**config.mk**
```make
export PLATFORM = sky130hd
export DESIGN_NAME = multiplication_clha
export DESIGN_NICKNAME = d
export VERILOG_FILES = /design/src/rtl/multiplication_clha_pkg.sv /design/src/rtl/multiplication_clha_cla.sv /design/src/rtl/multiplication_clha.sv
export SDC_FILE = /design/constraint.sdc
export NUM_CORES = 1
export LEC_CHECK = 0
export ABC_AREA = 1
export CAP_MARGIN = 5
export CORE_ASPECT_RATIO = 1.25
export CORE_MARGIN = 5
export CORE_UTILIZATION = 62
export CTS_BUF_LIST = sky130_fd_sc_hd__clkbuf_8
export CTS_CLUSTER_SIZE = 12
export DETAILED_ROUTE_END_ITERATION = 8
export PLACE_DENSITY = 0.87
export RECOVER_POWER = 50
export SKIP_LAST_GASP = 1
export SLEW_MARGIN = 20
export SYNTH_ARGS = -nofsm -noshare
export SYNTH_HDL_FRONTEND = slang
export SYNTH_HIERARCHICAL = 1
export SYNTH_SLANG_ARGS = --single-unit
```
**constraint.sdc**
```tcl
create_clock -name clk -period 3.9 [get_ports clk]
set_input_delay 0.975 -clock clk [delete_from_list [all_inputs] [get_ports clk]]
set_output_delay 0.975 -clock clk [all_outputs]
set_load 0.01 [all_outputs]
```
**src/rtl/multiplication_clha_pkg.sv**
```systemverilog
// multiplication_clha_pkg: shared widths, state encoding and magnitude helper
package multiplication_clha_pkg;
  localparam int DEF_N = 16;
  localparam int DEF_SCALE_W = 3;
  localparam int DEF_OUT_SCALE = 3;
  localparam int MAG_W = 13;
  typedef enum logic [1:0] {ST_IDLE, ST_MUL, ST_NORM, ST_DONE} state_t;
  // -4096 maps to 13'h1000, which reads as +4096 when treated as unsigned
  function automatic logic [MAG_W-1:0] mag_of(input logic [MAG_W-1:0] m);
    return m[MAG_W-1] ? -m : m;
  endfunction
endpackage

```
**src/rtl/multiplication_clha_cla.sv**
```systemverilog
// carry_lookahead_adder_16bit: 16-bit adder built from four 4-bit lookahead groups
module carry_lookahead_adder_16bit (
  input  logic [15:0] i_a,
  input  logic [15:0] i_b,
  input  logic        i_cin,
  output logic [15:0] o_sum,
  output logic        o_cout
);
  logic [15:0] w_g, w_p;
  logic [16:0] w_c;
  logic [3:0]  w_gg, w_gp;
  assign w_g = i_a & i_b;
  assign w_p = i_a ^ i_b;
  always_comb begin
    w_c = '0;
    w_gg = '0;
    w_gp = '0;
    w_c[0] = i_cin;
    for (int j = 0; j < 4; j++) begin
      w_gp[j] = &w_p[4*j +: 4];
      w_gg[j] = w_g[4*j+3] | (w_p[4*j+3] & w_g[4*j+2]) | (w_p[4*j+3] & w_p[4*j+2] & w_g[4*j+1])
              | (w_p[4*j+3] & w_p[4*j+2] & w_p[4*j+1] & w_g[4*j]);
      for (int i = 1; i < 4; i++)
        w_c[4*j+i] = w_g[4*j+i-1] | (w_p[4*j+i-1] & w_c[4*j+i-1]);
      w_c[4*j+4] = w_gg[j] | (w_gp[j] & w_c[4*j]);
    end
  end
  assign o_sum  = w_p ^ w_c[15:0];
  assign o_cout = w_c[16];
endmodule

```
**src/rtl/multiplication_clha.sv**
```systemverilog
// multiplication_clha: sequential sign-magnitude shift-add fixed-point multiplier
// Operands/result: [15:3] two's-complement mantissa, [2:0] scale; result at OUT_SCALE.
module multiplication_clha
  import multiplication_clha_pkg::*;
#(
  parameter int N         = DEF_N,
  parameter int SCALE_W   = DEF_SCALE_W,
  parameter int OUT_SCALE = DEF_OUT_SCALE
) (
  input  logic         clk,
  input  logic         reset,
  input  logic         start,
  input  logic [N-1:0] multiplicand,
  input  logic [N-1:0] multiplier,
  output logic [N-1:0] P,
  output logic         ready,
  output logic         overFlow
);
  localparam int ACC_W = 2 * N;
  state_t              r_state;
  logic [ACC_W-1:0]    r_acc;
  logic [MAG_W-1:0]    r_ma;
  logic                r_sign;
  logic [SCALE_W:0]    r_ssum;
  logic [3:0]          r_count;
  logic [MAG_W-1:0]    w_ma, w_mb, w_mant;
  logic [N-1:0]        w_sum;
  logic                w_cout, w_ovf;
  logic [ACC_W-1:0]    w_next, w_prod, w_mag;
  logic signed [SCALE_W+1:0] w_sh;
  logic [SCALE_W+1:0]  w_shn;
  assign w_ma = mag_of(multiplicand[N-1:SCALE_W]);
  assign w_mb = mag_of(multiplier[N-1:SCALE_W]);
  carry_lookahead_adder_16bit u_cla (
    .i_a    (r_acc[ACC_W-1:N]),
    .i_b    ({{(N-MAG_W){1'b0}}, r_ma}),
    .i_cin  (1'b0),
    .o_sum  (w_sum),
    .o_cout (w_cout)
  );
  assign w_next = r_acc[0] ? {w_cout, w_sum, r_acc[N-1:1]} : {1'b0, r_acc[ACC_W-1:1]};
  // after MAG_W shifts the product sits N-MAG_W bits above the LSB
  assign w_prod = r_acc >> (N - MAG_W);
  assign w_sh   = $signed({1'b0, r_ssum}) - $signed((SCALE_W+2)'(OUT_SCALE));
  assign w_shn  = -w_sh;
  assign w_mag  = w_sh[SCALE_W+1] ? w_prod << w_shn : w_prod >> $unsigned(w_sh);
  assign w_ovf  = |w_mag[ACC_W-1:MAG_W-1];
  assign w_mant = r_sign ? -w_mag[MAG_W-1:0] : w_mag[MAG_W-1:0];
  always_ff @(posedge clk) begin
    if (reset) begin
      r_state  <= ST_IDLE;
      r_acc    <= '0;
      r_ma     <= '0;
      r_sign   <= 1'b0;
      r_ssum   <= '0;
      r_count  <= '0;
      P        <= '0;
      ready    <= 1'b0;
      overFlow <= 1'b0;
    end else begin
      unique case (r_state)
        ST_IDLE, ST_DONE: if (start) begin
          r_ma     <= w_ma;
          r_sign   <= multiplicand[N-1] ^ multiplier[N-1];
          r_ssum   <= {1'b0, multiplicand[SCALE_W-1:0]} + {1'b0, multiplier[SCALE_W-1:0]};
          r_acc    <= ACC_W'(w_mb);
          r_count  <= 4'(MAG_W);
          ready    <= 1'b0;
          overFlow <= 1'b0;
          r_state  <= ST_MUL;
        end
        ST_MUL: begin
          r_acc   <= w_next;
          r_count <= r_count - 4'd1;
          r_state <= r_count == 4'd1 ? ST_NORM : ST_MUL;
        end
        ST_NORM: begin
          P        <= w_ovf ? '0 : {w_mant, SCALE_W'(OUT_SCALE)};
          overFlow <= w_ovf;
          ready    <= 1'b1;
          r_state  <= ST_DONE;
        end
        default: r_state <= ST_IDLE;
      endcase
    end
  end
endmodule

```
==> impl_metrics.env <==
export IMPL_status="finished with violations"
export IMPL_violations="max-capacitance violations, max-slew violations"
export IMPL_slowest_delay_ns=0.40
export IMPL_final_common_cell="nand2_1"
export IMPL_fin_worst_skew_ns=0.0117
export IMPL_tightest_slew_ns=2.08
export IMPL_initialDrtViolationCount=547
export IMPL_overflow=0
export IMPL_synth_fa_ha_area_share_pct=8.77
export IMPL_htreeDepth=3
export IMPL_yosys_register_bits=72
export IMPL_io_pins=53
export IMPL_synthSimpleGateAreaFrac_pct=40.6
export IMPL_synth_top_cell_by_area="dfxtp_1"
export IMPL_wirelength_microns=18900
export IMPL_grt_use_total_pct=28.2
export IMPL_path_cells="ha_1 > nand2_1 > nand2_1 > nor2_1 > nand2_2 > nand2_2 > nand2_2 > nand2_2 > nand2_2 > fa_1 > fa_1 > fa_1 > xor2_1 > nand2_1 > o21ai_0 > nand2_1 > a21oi_1"
export IMPL_grt_pass1_vias=6982
export IMPL_route_detailed_drc=0
export IMPL_vias=7490
export IMPL_clock_path_buffers=2
export IMPL_grt_pass1_wl_microns=31500
export IMPL_fin_nets=1228
export IMPL_dieArea_sq_mm=0.0132
export IMPL_power_leakage_nw=3.50
export IMPL_crit_path_frequent_cell="nand2_2"
export IMPL_hold_viol=0
export IMPL_portBuffers=51
export IMPL_slew_viol_final=43
export IMPL_syn_to_final_growth_pct=9.76
export IMPL_critPathArrivalTime_ns=3.31
export IMPL_start_util_pct=63.9
export IMPL_synthMuxAreaShare_pct=1.65
export IMPL_drtPass1Iterations=6
export IMPL_slowest_stage="fa_1"
export IMPL_max_slew_margin_pct=-38.7
export IMPL_layout_common_cells="nand2_1, nand3_1, inv_1, a21oi_1, nor2_1"
export IMPL_via_per_inst=5.81
export IMPL_cts_root_buf="clkbuf_8"
export IMPL_start_kind="flop"
export IMPL_cts_inserted_buffers=9
export IMPL_final_cells=1290
export IMPL_ys_async_sr_fraction_pct=0
export IMPL_synthXorXnorAreaFrac_pct=3.08
export IMPL_finalCoreUtilization_pct=70.2
export IMPL_stdcell_area_sq_mm=0.00748
export IMPL_core_area_sq_mm=0.0107
export IMPL_insertion_delay_ns=0.36
export IMPL_fmax_mhz=316
export IMPL_synth_top_area_share_pct=21.1
export IMPL_worstPathMaxFanout=5
export IMPL_cts_hold_buf=0
export IMPL_ff2ff_setup_slack_ns=0.73
export IMPL_fin_crit_sh_pct=81.2
export IMPL_gp_congestion=1.01
export IMPL_ir_worst_vdd_uv=290
export IMPL_tns_ns=0
export IMPL_seq_area_frac_synth_pct=21.1
export IMPL_maxCapViolCount=1
export IMPL_dpl_cell_area_sq_mm=0.00729
export IMPL_die_w_microns=104
export IMPL_synth_edf_count=0
export IMPL_cp_required_ns=4.05
export IMPL_yosysWarnings=6
export IMPL_hp_class="flop to flop"
export IMPL_rsz0062_at_grt="no"
export IMPL_post_cts_buffers=0
export IMPL_ys_types=41
export IMPL_diodes=0
export IMPL_syn_inst=1132
export IMPL_pwr_density_cell_mw_per_mm2=394
export IMPL_ant_nets=0
export IMPL_wl_per_cell_microns=14.7
export IMPL_synth_area_leaders="dfxtp_1, nand2_1, nand3_1"
export IMPL_cts_sinks=72
export IMPL_die_h_microns=127
export IMPL_dp_cells=1274
export IMPL_end_kind="flop"
export IMPL_synth_top_family_by_area="simple AND/OR/NAND/NOR gates"
export IMPL_synth_ff_type="dfxtp_1"
export IMPL_synth_compound_area_share_pct=14.1
export IMPL_grt_max_degree=43
export IMPL_hold_slack_ns=0.462
export IMPL_row_count=42
export IMPL_clkTransAtPathRegs_ns=0.08
export IMPL_syn_area_per_cell_sq_um=6.02
export IMPL_finalSetupViolCount=0
export IMPL_dpl_hpwl_microns=14300
export IMPL_drive_gt1_share_pct=5.96
export IMPL_grt_antenna_before_repair=0
export IMPL_cts_tree="done"
export IMPL_cp_top_family="adder cells"
export IMPL_path_buf_inv=0
export IMPL_path_class="flop to flop"
export IMPL_finalCriticalPeriod_ns=3.17
export IMPL_syn_area_sq_mm=0.00682
export IMPL_cts_resized=0
[tightest hold or removal path, cell delays in order (launching register included)]
cell and delay [ns]:
dfxtp_1 0.31, nand2_1 0.06, a21oi_1 0.05
[metal layers]
metal | global-route usage (%) | vias to the layer above | share of wire [%]
met5 | 0 | - | 0
met4 | 13.3 | 0 | 4.4
met3 | 5.10 | 72 | 7.1
met2 | 50.5 | 295 | 49
met1 | 32.4 | 3359 | 40
li1 | - | 3764 | -
[registers in the layout (all words and copies together), names as in the netlist]
name / cells
r_acc: 32
P: 14
r_ma: 13
r_count: 4
r_ssum: 4
r_state: 2
overFlow: 1
r_sign: 1
ready: 1
[power by group]
group / internal [mW] / switching [mW] / total, mW
clock: 0.310 / 0.293 / 0.602
combinational: 0.487 / 0.983 / 1.47
sequential: 0.796 / 0.0789 / 0.875
total: 1.59 / 1.35 / 2.95
[through the flow]
| step | power (mW) | setup WS (ns) |
|---|---|---|
| finish | 2.95 | 0.733 |
| global route | 3.18 | 0.484 |
| CTS | 2.92 | 0.820 |
| detailed placement | 2.32 | 0.849 |
| global placement | 2.30 | 0.886 |
| floorplan | 2.02 | 1.10 |
[Yosys cell counts (2+ instances only)]
library cell  number
clkinv_1           2
nor2_2             4
nand3_2            5
nor2_1            75
a21oi_2            3
mux2_2            10
buf_1              3
o21ai_0           63
and2_1             2
nand3_1          174
inv_1             97
ha_1              27
buf_4              7
xor2_1            17
clkbuf_1          31
buf_6              8
buf_2             13
a21oi_1           84
and3_1             2
nand3b_1           3
xnor2_1            7
or2_2              2
o21a_1             2
a31oi_1            8
inv_2              4
nor3_1             8
nand4_1           13
o211ai_1           6
dfxtp_1           72
nand2_2           11
o21ai_1            7
a221oi_1           2
fa_1              13
nand2_1          340
[final cells by class]
type,instances,area (sq um)
clock buffers,10,138
clock inverters,6,60.1
fillers,957,3180
inverters,103,387
multi-input cells,902,4680
flip-flops and latches,72,1440
well taps,132,165
repair buffers,65,612
[worst paths after layout]
check	depth (start not counted)	from	endpoint
min	2	P[13]	P[13]
max reg2reg	17	r_acc[19]	r_acc[30]
max	17	r_acc[19]	r_acc[30]
min reg2reg	2	P[13]	P[13]
[cells by family (layout without fill, tap and decap cells)]
group / Yosys count / after routing
AO/OA/AOI/OAI: 179 / 179
XOR/XNOR: 24 / 24
adder cells (fa/ha/maj): 40 / 40
buffers and inverters: 165 / 184
flip-flops: 72 / 72
multiplexers: 10 / 10
other: 1 / 8
AND/OR/NAND/NOR: 641 / 641
Note: power is estimated with default switching activity, not from simulation.
